**src/rtl/vec_mux_pipe_if.sv**
```systemverilog
// Request/response bundle between the register-file read ports and the vector mux pipe.
interface vec_mux_pipe_if #(
  parameter int unsigned WIDTH  = 32,
  parameter int unsigned DEPTH  = 4,
  parameter int unsigned NUM_IN = 4,
  parameter int unsigned SEL_W  = (NUM_IN > 1) ? $clog2(NUM_IN) : 1
);
  logic             in_valid;
  logic             in_ready;
  logic [WIDTH-1:0] in_vec    [NUM_IN][DEPTH];
  logic [WIDTH-1:0] merge_vec [DEPTH];
  logic [SEL_W-1:0] sel;
  logic [DEPTH-1:0] lane_mask;
  logic             out_valid;
  logic             out_ready;
  logic [WIDTH-1:0] out_vec   [DEPTH];
  logic             out_err;

  modport master (
    output in_valid, in_vec, merge_vec, sel, lane_mask, out_ready,
    input  in_ready, out_valid, out_vec, out_err
  );

  modport slave (
    input  in_valid, in_vec, merge_vec, sel, lane_mask, out_ready,
    output in_ready, out_valid, out_vec, out_err
  );
endinterface

```
**src/rtl/vec_mux_pipe.sv**
```systemverilog
// N-input vector mux with per-lane merge masking, registered output and a
// one-entry skid buffer so in_ready never depends combinationally on out_ready.
module vec_mux_pipe #(
  parameter int unsigned WIDTH  = 32,
  parameter int unsigned DEPTH  = 4,
  parameter int unsigned NUM_IN = 4
) (
  input logic           clk,
  input logic           rst,
  vec_mux_pipe_if.slave bus
);
  localparam int unsigned SEL_W = (NUM_IN > 1) ? $clog2(NUM_IN) : 1;

  logic [WIDTH-1:0] new_vec_c  [DEPTH];
  logic             new_err_c;
  logic [WIDTH-1:0] out_vec_q  [DEPTH];
  logic             out_err_q;
  logic             out_valid_q;
  logic [WIDTH-1:0] skid_vec_q [DEPTH];
  logic             skid_err_q;
  logic             skid_valid_q;
  logic             accept_c;
  logic             emit_c;

  assign accept_c = bus.in_valid & ~skid_valid_q;
  assign emit_c   = out_valid_q & bus.out_ready;

  // Select source lanes, merge masked-off lanes, flag an out-of-range select
  always_comb begin
    new_err_c = 1'b1;
    for (int unsigned s = 0; s < NUM_IN; s++) begin
      if (bus.sel == SEL_W'(s)) new_err_c = 1'b0;
    end
    for (int unsigned i = 0; i < DEPTH; i++) begin
      new_vec_c[i] = bus.merge_vec[i];
      if (bus.lane_mask[i]) begin
        new_vec_c[i] = '0;
        for (int unsigned s = 0; s < NUM_IN; s++) begin
          if (bus.sel == SEL_W'(s)) new_vec_c[i] = bus.in_vec[s][i];
        end
      end
    end
  end

  // Main register plus skid entry; skid drains into main before new data is taken
  always_ff @(posedge clk or posedge rst) begin
    if (rst) begin
      out_vec_q    <= '{default: '0};
      out_err_q    <= 1'b0;
      out_valid_q  <= 1'b0;
      skid_vec_q   <= '{default: '0};
      skid_err_q   <= 1'b0;
      skid_valid_q <= 1'b0;
    end else if (skid_valid_q) begin
      if (emit_c) begin
        out_vec_q    <= skid_vec_q;
        out_err_q    <= skid_err_q;
        skid_valid_q <= 1'b0;
      end
    end else if (!out_valid_q || emit_c) begin
      if (accept_c) begin
        out_vec_q   <= new_vec_c;
        out_err_q   <= new_err_c;
        out_valid_q <= 1'b1;
      end else if (emit_c) begin
        out_valid_q <= 1'b0;
      end
    end else if (accept_c) begin
      skid_vec_q   <= new_vec_c;
      skid_err_q   <= new_err_c;
      skid_valid_q <= 1'b1;
    end
  end

  // Drive interface outputs straight from state
  assign bus.in_ready  = ~skid_valid_q;
  assign bus.out_valid = out_valid_q;
  assign bus.out_err   = out_err_q;
  assign bus.out_vec   = out_vec_q;
endmodule

```
**src/flat_wrapper.sv**
```systemverilog
// flat-port wrapper written by rule: the top's interface ports become plain ports
module vec_mux_pipe_flat 
#(
  parameter int unsigned WIDTH  = 32,
  parameter int unsigned DEPTH  = 4,
  parameter int unsigned NUM_IN = 4
)
  (clk, rst, bus_in_valid, bus_in_vec, bus_merge_vec, bus_sel, bus_lane_mask, bus_out_ready, bus_in_ready, bus_out_valid, bus_out_vec, bus_out_err);
  vec_mux_pipe_if #(.WIDTH(WIDTH), .DEPTH(DEPTH), .NUM_IN(NUM_IN)) bus_i ();
  input logic clk;
  input logic rst;
  input wire logic [$bits(bus_i.in_valid)-1:0] bus_in_valid;
  input wire logic [$bits(bus_i.in_vec)-1:0] bus_in_vec;
  input wire logic [$bits(bus_i.merge_vec)-1:0] bus_merge_vec;
  input wire logic [$bits(bus_i.sel)-1:0] bus_sel;
  input wire logic [$bits(bus_i.lane_mask)-1:0] bus_lane_mask;
  input wire logic [$bits(bus_i.out_ready)-1:0] bus_out_ready;
  output wire logic [$bits(bus_i.in_ready)-1:0] bus_in_ready;
  output wire logic [$bits(bus_i.out_valid)-1:0] bus_out_valid;
  output wire logic [$bits(bus_i.out_vec)-1:0] bus_out_vec;
  output wire logic [$bits(bus_i.out_err)-1:0] bus_out_err;
  assign bus_i.in_valid = bus_in_valid;
  assign bus_i.in_vec = {>>{bus_in_vec}};
  assign bus_i.merge_vec = {>>{bus_merge_vec}};
  assign bus_i.sel = bus_sel;
  assign bus_i.lane_mask = bus_lane_mask;
  assign bus_i.out_ready = bus_out_ready;
  assign bus_in_ready = bus_i.in_ready;
  assign bus_out_valid = bus_i.out_valid;
  assign bus_out_vec = {>>{bus_i.out_vec}};
  assign bus_out_err = bus_i.out_err;
  vec_mux_pipe #(.WIDTH(WIDTH), .DEPTH(DEPTH), .NUM_IN(NUM_IN)) u_core (.clk(clk), .rst(rst), .bus(bus_i));
endmodule
```
**config.mk**
```make
export PLATFORM = sky130hd
export DESIGN_NAME = vec_mux_pipe_flat
export DESIGN_NICKNAME = d
export VERILOG_FILES = /design/src/rtl/vec_mux_pipe_if.sv /design/src/rtl/vec_mux_pipe.sv /design/src/flat_wrapper.sv
export SDC_FILE = /design/constraint.sdc
export NUM_CORES = 1
export LEC_CHECK = 0
export CORE_AREA = 2 2 302 304
export DETAILED_ROUTE_END_ITERATION = 16
export DIE_AREA = 0 0 304 306
export PLACE_DENSITY = 0.38
export SLEW_MARGIN = 20
export SYNTH_ARGS = -nofsm -noshare
export SYNTH_HDL_FRONTEND = slang
export SYNTH_SLANG_ARGS = --single-unit
```
**constraint.sdc**
```tcl
create_clock -name clk -period 14.8 [get_ports clk]
set_input_delay 3.7 -clock clk [delete_from_list [all_inputs] [get_ports clk]]
set_output_delay 3.7 -clock clk [all_outputs]
set_load 0.02 [all_outputs]
```
==> results by group, run 1 <==
Synthesis
  – Largest family of logic cells by synthesized area: compound AO/OA/AOI/OAI gates
  – Count leader, synth: dfrtp_1
  – Post-synthesis compound-gate area fraction: 0.267
  – Mapped cell area: around 16000 um^2
  – Ys flop type: dfrtp_1
  – Seq/Total Area, Yosys: 0.395
  – Synth Net Count: around 2300
  – Ys Warns: 0
  – Leading area contributor after synthesis: dfrtp_1
  – Top-area cell type share of the netlist area: 0.395
  – Most instantiated cells after synthesis: dfrtp_1, mux2_2, nor2b_1
  – Synth async-reset ratio: 1.00
  – Synth top area cells: dfrtp_1, mux2_2, a221oi_1, o211ai_1, nor2b_1
  – Post-synth EDFFs: 0
  – Post-synthesis xor/xnor area fraction: 0
  – Simple-Gate Fraction of Synth Area: 0.110
  – Cells after Synth: 1674
  – Library cells used by synthesis: 22
  – Syn_area_per_cell: 9.85 um^2
  – Post-synthesis mux area share: 0.175
  – Synth Area in Adders: 0
  – Synth Register Bits: 260

STA
  – Period minus WS final: 6580 ps
  – Hold Fails Final Rpt: 0
  – Slew Limit Headroom: 0.291
  – Final setup margin: a little over 8000 ps
  – Slew at the pin closest to its max-slew limit: 1060 ps
  – Final setup vio count: 0
  – Worst hold margin: 519 ps
  – RSZ-0062 raised after global routing: false
  – Final period utilization: 0.444
  – Layout Skew: between 10 and 15 ps
  – Slew Limit Fails: 0
  – Fmax: between 150 and 200 MHz
  – TNS Setup: 0 ps

Setup path
  – CP endpoint kind: flop
  – Critical Path, Cell by Cell: buf_8 -> buf_4 -> buf_4 -> mux2_2 -> a221oi_1 -> o211ai_1
  – Worst r2r src: u_core.bus.out_valid$_DFFE_PP0P_
  – R2r endpoint: u_core.skid_vec_q[57]$_DFFE_PP0P_
  – Startpoint Class: primary input
  – CP max stage cell: buf_4
  – Crit path top cell by count: buf_4
  – Reg2Reg Depth: 5
  – Setup slack, reg-to-reg: about 11000 ps
  – CP Max Fanout: 80
  – Slowest Stage Delay on Critical Path: about 820 ps
  – Buffers & Inverters on Critical Path: 3
  – CP Data Arrival Time: 6940 ps
  – Req. time, crit path: between 15000 and 20000 ps
  – WS Path Type: in2reg
  – Levels on crit path: 6
  – Crit-path leading delay family: buffers and inverters

Die
  – Rows: 110
  – Die Ht: ~310 um
  – Die area: around 93000 um^2
  – # IOs: 781
  – Initial Util: 0.184
  – Core area: approximately 90000 um^2
  – Die Wd: roughly 300 um

Placement
  – Port Buffers: 780
  – Cells after DPL: between 3000 and 4000
  – Final HPWL DP: just under 60000 um
  – Pre-CTS setup slack: about 7700 ps
  – Area after DPL: around 25000 um^2
  – Routability Congestion: 0.833

Clock tree
  – Skew-Pair Late Insertion Delay: 540 ps
  – Max clock buf depth: 3
  – Hold_buf cts: 0
  – CTS tree: yes
  – CTS root buffer: clkbuf_16
  – CTS sink count: between 200 and 300
  – Cts repair resizes: 0
  – Clock-pin slew on the worst setup and hold paths: about 50 ps
  – CTS Buf Count: 37
  – Post CTS Setup Buffer Count: 0
  – H-Tree Depth: 2

Job
  – Max Cap Violations: 0

Global routing
  – GRT Overall Usage: 0.175
  – First-pass GRT wire length: roughly 120000 um
  – Largest net degree at the start of global routing: 92
  – GRT overflow: 0
  – Initial antenna violation count: 9
  – Vias in the first global route: between 15000 and 20000

Detailed routing
  – Drt drc: 0
  – 1st-iter DRT viols: 1028
  – Routed Antenna Nets: 0
  – DR WL/cell: ~24 um
  – DR vias: about 17000
  – WL final: ~85000 um
  – Pre-Repair DR Iteration Count: 5
  – Vias per inst: 4.77

Layout
  – Final #Nets: between 2000 and 3000
  – Fin cells: 3536
  – Share of cells above drive strength 1: 0.148
  – Post-route cell area: approximately 26000 um^2
  – Syn-to-layout area delta: 59.4%
  – Fillcell total: just over 9000
  – Final Core Density: 0.293

Power and ir drop
  – Pwr/cell area: between 150 and 200 nW/um^2
  – Lkg Pwr: 9.53 nW
  – VDD IR-drop max: roughly 0.081 mV
  – Final Power: roughly 4 mW

Hold path
  – Worst hold start: u_core.skid_vec_q[71]$_DFFE_PP0P_
  – Worst Hold End: u_core.bus.out_vec[71]$_DFFE_PP0P_
  – Hold Crit Class: reg2reg
  – Hold depth: 2

Outcome
  – Status: finished, final reports clean
## cells by family after synthesis
kind of cell	Yosys count
flip-flops	260
AND/OR/NAND/NOR	320
buffers and inverters	193
multiplexers	256
AO/OA/AOI/OAI	645
## area by class of cell
cell class                 count  area [um^2]  share of cell area
multi-input combinational   1221         9140               0.348
timing repair buffer         812         8050               0.306
sequential                   260         6510               0.248
tap                         1176         1470              0.0560
clock buffer                  54         1050              0.0399
clock inverter                 3         21.3            0.000809
antenna                        8         20.0            0.000762
inverter                       2         15.0            0.000571
## routing by layer
layer / global-route usage / vias up / wire (um) / part of all wire
met5: 0 / - / 0 / 0
met4: 0.0449 / 0 / 1620 / 0.019
met3: 0.0400 / 82 / 5040 / 0.059
met2: 0.316 / 585 / 44200 / 0.52
met1: 0.209 / 8416 / 34500 / 0.40
li1: - / 7784 / - / -
## how the worst max path moves through the flow
stage                                                    end  startpoint  slack [ps]
after CTS                 u_core.bus.out_vec[34]$_DFFE_PP0P_  bus_sel[1]        8260
after global routing      u_core.bus.out_vec[87]$_DFFE_PP0P_  bus_sel[1]        8040
after floorplan               u_core.bus.out_err$_DFFE_PP0P_         rst        3940
after global placement    u_core.bus.out_vec[34]$_DFFE_PP0P_  bus_sel[1]        7760
after detailed placement  u_core.bus.out_vec[34]$_DFFE_PP0P_  bus_sel[1]        7670
final                     u_core.bus.out_vec[34]$_DFFE_PP0P_  bus_sel[1]        8220
## worst min-delay path, cell delays in order (launching register included)
cell and delay (ps):
dfrtp_1 340, a31oi_1 80, o211ai_1 60
## placed cells by master (no fill, tap or decap), drive strengths merged, types with 8 or more instances in the layout
cell type	netlist	routed
buf	63	33
a31oi	46	46
clkdlybuf4s50	0	779
o21ai	130	130
nor2	130	130
dfrtp	260	260
and3b	46	46
a221oi	128	128
diode	0	8
a32oi	82	82
clkbuf	128	54
a21oi	130	130
mux2	256	256
o211ai	128	128
nor2b	136	136
## flip-flops by register name, indices dropped and copies added (netlist names)
| signal | flops |
|---|---|
| u_core.bus.out_err | 1 |
| u_core.bus.out_valid | 1 |
| u_core.bus.out_vec | 128 |
| u_core.skid_err_q | 1 |
| u_core.skid_valid_q | 1 |
| u_core.skid_vec_q | 128 |
## power by group
group | internal, mW | total (mW) | leakage [nW] | switching (mW)
Sequential | 1.06 | 1.31 | 3.09 | 0.247
Clock | 0.485 | 0.824 | 0.520 | 0.338
Combinational | 0.816 | 1.86 | 5.92 | 1.05
Power figures use the tool's default switching activity.
==> run 2, diff against run 1 <==
--- a/config.mk
+++ b/config.mk
@@ -5,10 +5,10 @@
 export SDC_FILE = /design/constraint.sdc
 export NUM_CORES = 1
 export LEC_CHECK = 0
-export CORE_AREA = 2 2 302 304
+export CORE_AREA = 2 2 300 302
 export DETAILED_ROUTE_END_ITERATION = 16
-export DIE_AREA = 0 0 304 306
-export PLACE_DENSITY = 0.38
+export DIE_AREA = 0 0 302 304
+export PLACE_DENSITY = 0.4
 export SLEW_MARGIN = 20
 export SYNTH_ARGS = -nofsm -noshare
 export SYNTH_HDL_FRONTEND = slang
==> constraint.sdc (replaced) <==
create_clock -name clk -period 5.9 [get_ports clk]
set_input_delay 1.475 -clock clk [delete_from_list [all_inputs] [get_ports clk]]
set_output_delay 1.475 -clock clk [all_outputs]
set_load 0.02 [all_outputs]
==> results by group, run 2 (synthesized netlist as in run 1, its figures left out) <==
Outcome
  – Status: finished, final reports clean

STA
  – Hold Fails Final Rpt: 0
  – Fmax: roughly 260 MHz
  – TNS Setup: 0 ps
  – Slew Limit Fails: 0
  – Layout Skew: between 10 and 15 ps
  – Slew at the pin closest to its max-slew limit: ~1100 ps
  – Slew Limit Headroom: 0.285
  – Final setup vio count: 0
  – Worst hold margin: 504 ps
  – RSZ-0062 raised after global routing: false
  – Period minus WS final: ~3800 ps
  – Final period utilization: 0.646
  – Final setup margin: 2090 ps

Placement
  – Cells after DPL: 3474
  – Final HPWL DP: 57400 um
  – Pre-CTS setup slack: about 1800 ps
  – Routability Congestion: 0.833
  – Port Buffers: just under 800
  – Area after DPL: 25300 um^2

Power and ir drop
  – Pwr/cell area: 380 nW/um^2
  – Final Power: slightly above 10 mW
  – Lkg Pwr: 9.60 nW
  – VDD IR-drop max: roughly 0.25 mV

Layout
  – Share of cells above drive strength 1: 0.150
  – Post-route cell area: between 20000 and 30000 um^2
  – Fin cells: around 3500
  – Fillcell total: roughly 9200
  – Reg area: roughly 6500 um^2
  – Syn-to-layout area delta: 60.5%
  – Most common cell after layout, fill and taps aside: clkdlybuf4s50_1
  – Multi-input logic area: roughly 9100 um^2
  – Final Core Density: 0.297
  – Final #Nets: a little under 3000
  – Most frequent cells in the layout: clkdlybuf4s50_1, dfrtp_1, mux2_2

Clock tree
  – CTS tree: yes
  – CTS sink count: 260
  – H-Tree Depth: 2
  – Skew-Pair Late Insertion Delay: between 500 and 600 ps
  – Max clock buf depth: 3
  – Hold_buf cts: 0
  – CTS Buf Count: 35
  – Clock-pin slew on the worst setup and hold paths: 60 ps
  – CTS root buffer: clkbuf_16
  – Cts repair resizes: 0
  – Post CTS Setup Buffer Count: 0

Setup path
  – CP Data Arrival Time: about 2300 ps
  – Req. time, crit path: around 4400 ps
  – Startpoint Class: flop
  – Crit-path leading delay family: flip-flops
  – Slowest Stage Delay on Critical Path: between 1000 and 1500 ps
  – CP Max Fanout: 46
  – WS Path Type: reg2out
  – CP max stage cell: dfrtp_2
  – Critical Path, Cell by Cell: clkdlybuf4s50_1
  – Buffers & Inverters on Critical Path: 1
  – CP endpoint kind: output port

Detailed routing
  – Drt drc: 0
  – DR vias: around 17000
  – DR WL/cell: ~23 um
  – Pre-Repair DR Iteration Count: 5
  – 1st-iter DRT viols: 1021
  – Vias per inst: 4.70
  – Routed Antenna Nets: 0
  – WL final: just over 80000 um

Global routing
  – Largest net degree at the start of global routing: 160
  – GRT overflow: 0
  – First-pass GRT wire length: roughly 120000 um
  – Vias in the first global route: 17766
  – Initial antenna violation count: 6
  – GRT Overall Usage: 0.172

Job
  – Max Cap Violations: 0

Die
  – Rows: 110
  – Initial Util: 0.185
  – Die Ht: just over 300 um
  – Die Wd: 302 um
  – Core area: a little under 90000 um^2
  – # IOs: 781
  – Die area: approximately 92000 um^2

Hold path
  – Hold Crit Class: reg2reg
==> run 2: cell count changes in the layout (fill, tap and decap cells not counted), sizes merged <==
cell	delta
diode	-2
buf	+3
clkinv	+2
inv	-1
bufinv	+1
==> run 2: area by class of cell <==
cell class	instances	share of cell area
timing repair buffer	815	0.310
inverter	2	0.000426
multi-input combinational	1221	0.345
clock buffer	54	0.0397
antenna	6	0.000568
tap	1176	0.0556
sequential	260	0.246
clock inverter	5	0.00189
==> run 2: final timing paths <==
| kind | slack [ps] | endpoint | cells after the start | start |
|---|---|---|---|---|
| worst min register to register | 500 | u_core.skid_err_q$_DFFE_PP0P_ | 1 | u_core.skid_err_q$_DFFE_PP0P_ |
| worst min-delay path | 500 | u_core.skid_err_q$_DFFE_PP0P_ | 1 | u_core.skid_err_q$_DFFE_PP0P_ |
| min in group asynchronous | 1470 | u_core.skid_vec_q[79]$_DFFE_PP0P_ | 3 | rst |
| worst max register to register | 3040 | u_core.bus.out_vec[31]$_DFFE_PP0P_ | 4 | u_core.skid_valid_q$_DFF_PP0_ |
| max in group asynchronous | 3560 | u_core.skid_vec_q[15]$_DFFE_PP0P_ | 3 | rst |
| worst max-delay path | 2090 | bus_out_valid | 1 | u_core.bus.out_valid$_DFFE_PP0P_ |
==> run 2: power by group <==
part	switching (mW)	total, mW	leakage, nW	internal (mW)
Sequential	0.659	3.32	3.09	2.66
Clock	0.834	2.09	0.542	1.26
Combinational	2.56	4.64	5.97	2.09
Total	4.05	10.1	9.60	6.01
==> run 2: per-layer routing <==
layer  up-vias  GRT usage  wire length, um
met5         -          0                7
met4         2     0.0386             1590
met3        79     0.0335             4500
met2       481      0.310            42200
met1      8274      0.209            33500
li1       7789          -                -
==> run 3, diff against run 2 <==
--- a/config.mk
+++ b/config.mk
@@ -5,10 +5,10 @@
 export SDC_FILE = /design/constraint.sdc
 export NUM_CORES = 1
 export LEC_CHECK = 0
-export CORE_AREA = 2 2 300 302
+export CORE_AREA = 2 2 303 305
 export DETAILED_ROUTE_END_ITERATION = 16
-export DIE_AREA = 0 0 302 304
-export PLACE_DENSITY = 0.4
+export DIE_AREA = 0 0 305 307
+export PLACE_DENSITY = 0.38
 export SLEW_MARGIN = 20
 export SYNTH_ARGS = -nofsm -noshare
 export SYNTH_HDL_FRONTEND = slang
==> constraint.sdc (replaced) <==
create_clock -name clk -period 3.59 [get_ports clk]
set_input_delay 0.8975 -clock clk [delete_from_list [all_inputs] [get_ports clk]]
set_output_delay 0.8975 -clock clk [all_outputs]
set_load 0.02 [all_outputs]
==> results by group, run 3 (synthesized netlist as in run 1, its figures left out) <==
Global routing
  – Vias in the first global route: 17962
  – Initial antenna violation count: 6
  – Largest net degree at the start of global routing: 130
  – GRT overflow: 0
  – GRT Overall Usage: 0.176
  – First-pass GRT wire length: about 120000 um

Placement
  – Port Buffers: 780
  – Routability Congestion: just over 0.8
  – Pre-CTS setup slack: between 200 and 250 ps
  – Final HPWL DP: slightly above 60000 um

Die
  – Die Wd: around 300 um
  – Initial Util: 0.182
  – Core area: 90700 um^2
  – Die area: between 90000 and 100000 um^2
  – Die Ht: 307 um
  – # IOs: ~800
  – Rows: roughly 110

STA
  – TNS Setup: 0 ps
  – Final setup margin: around 560 ps
  – Final setup vio count: 0
  – Hold Fails Final Rpt: 0
  – Period minus WS final: 3030 ps
  – Final period utilization: 0.845
  – Slew Limit Headroom: 0.246
  – Slew at the pin closest to its max-slew limit: around 1100 ps
  – Fmax: ~330 MHz
  – RSZ-0062 raised after global routing: false
  – Layout Skew: approximately 18 ps
  – Slew Limit Fails: 0

Setup path
  – WS Path Type: reg2out
  – CP Data Arrival Time: about 2100 ps
  – Startpoint Class: flop
  – CP max stage cell: dfrtp_4
  – Req. time, crit path: ~2700 ps
  – CP endpoint kind: output port
  – Critical Path, Cell by Cell: inv_1 -> clkdlybuf4s50_1
  – CP Max Fanout: 47
  – Slowest Stage Delay on Critical Path: 800 ps

Clock tree
  – Post CTS Setup Buffer Count: 0
  – Hold_buf cts: 0
  – Skew-Pair Late Insertion Delay: 540 ps
  – CTS root buffer: clkbuf_16
  – CTS sink count: 260
  – H-Tree Depth: 2
  – CTS tree: yes
  – Clock-pin slew on the worst setup and hold paths: 60 ps
  – Max clock buf depth: 3
  – Cts repair resizes: 0
  – CTS Buf Count: 36

Detailed routing
  – Pre-Repair DR Iteration Count: 6
  – Drt drc: 0
  – 1st-iter DRT viols: about 970
  – DR vias: around 17000
  – Vias per inst: between 4 and 5
  – DR WL/cell: roughly 24 um
  – WL final: approximately 86000 um
  – Routed Antenna Nets: 0

Layout
  – Fillcell total: 9460
  – Share of cells above drive strength 1: 0.162
  – Final #Nets: 3016
  – Most common cell after layout, fill and taps aside: clkdlybuf4s50_1
  – Most frequent cells in the layout: clkdlybuf4s50_1, dfrtp_1, mux2_2
  – Final Core Density: 0.295
  – Syn-to-layout area delta: 62.3%

Power and ir drop
  – Sw power: ~7 mW
  – Lkg Pwr: roughly 9.8 nW
  – Clock network fraction of design power: 0.212
  – Logic pwr share: 0.464
  – Switching Fraction: 0.406
  – Final Power: approximately 17 mW
  – Sequential power share: 0.325
  – P_int: around 10 mW
  – VDD IR-drop max: between 0.3 and 0.4 mV
  – Pwr/cell area: ~630 nW/um^2

Hold path
  – Hold Crit Class: reg2reg

Job
  – Max Cap Violations: 0

Outcome
  – Status: finished, final reports clean
==> run 3: changes by cell type in the layout (fill, tap and decap cells not counted) <==
cell | previous run | this run
and2_2 | 0 | 1
clkinv_4 | 0 | 1
clkbuf_8 | 6 | 9
and2_1 | 4 | 3
clkbuf_1 | 11 | 10
diode_2 | 6 | 3
buf_4 | 24 | 52
buf_12 | 11 | 13
==> run 3: area by class of cell <==
| class | count | area [um^2] | area share |
|---|---|---|---|
| Tap cell | 1186 | 1480 | 0.0555 |
| Multi-Input combinational cell | 1221 | 9140 | 0.341 |
| Clock buffer | 56 | 1090 | 0.0406 |
| Clock inverter | 6 | 58.8 | 0.00220 |
| Antenna cell | 3 | 7.51 | 0.000281 |
| Sequential cell | 260 | 6510 | 0.243 |
| Timing Repair Buffer | 845 | 8460 | 0.316 |
| Inverter | 2 | 11.3 | 0.000421 |
==> run 3: power groups by stage <==
stage	logic [mW]	registers (mW)	clock network, mW
6_report	7.78	5.45	3.55
5_1_grt	8.42	5.64	3.81
4_1_cts	7.94	5.45	3.70
3_5_place_dp	7.92	5.49	0
3_3_place_gp	7.81	5.40	0
2_1_floorplan	3.47	5.92	0
==> run 3: through the flow <==
step	instances	hold WS, ps	area [um^2]
2_1_floorplan	1674	465	16500
3_3_place_gp	3514	486	25600
3_5_place_dp	3514	495	25600
4_1_cts	3576	508	26800
5_1_grt	3577	542	26800
6_report	3579	504	26800
==> run 3: critical path, delay by kind of cell (launching register included) <==
| family | cells | cell delay (ps) |
|---|---|---|
| buffers and inverters | 2 | 800 |
| flip-flops | 1 | 800 |
==> run 3: per-layer routing <==
metal,global-route usage,vias to the layer above,wire (um)
met3,0.0343,90,4900
met1,0.211,8479,34800
met2,0.318,565,44300
met4,0.0466,4,1980
met5,0,-,27
li1,-,7859,-
==> run 3: path summary, 6_finish.rpt <==
kind                       depth (start not counted)  slack (ps)                                end                              from
max                                                2         560                       bus_in_ready     u_core.skid_valid_q$_DFF_PP0_
min                                                1         500      u_core.skid_err_q$_DFFE_PP0P_     u_core.skid_err_q$_DFFE_PP0P_
max reg2reg                                        6        1090  u_core.skid_vec_q[85]$_DFFE_PP0P_  u_core.bus.out_valid$_DFFE_PP0P_
min reg2reg                                        1         500      u_core.skid_err_q$_DFFE_PP0P_     u_core.skid_err_q$_DFFE_PP0P_
max in group asynchronous                          3        1920  u_core.skid_vec_q[60]$_DFFE_PP0P_                               rst
min in group asynchronous                          2         820  u_core.skid_vec_q[87]$_DFFE_PP0P_                               rst
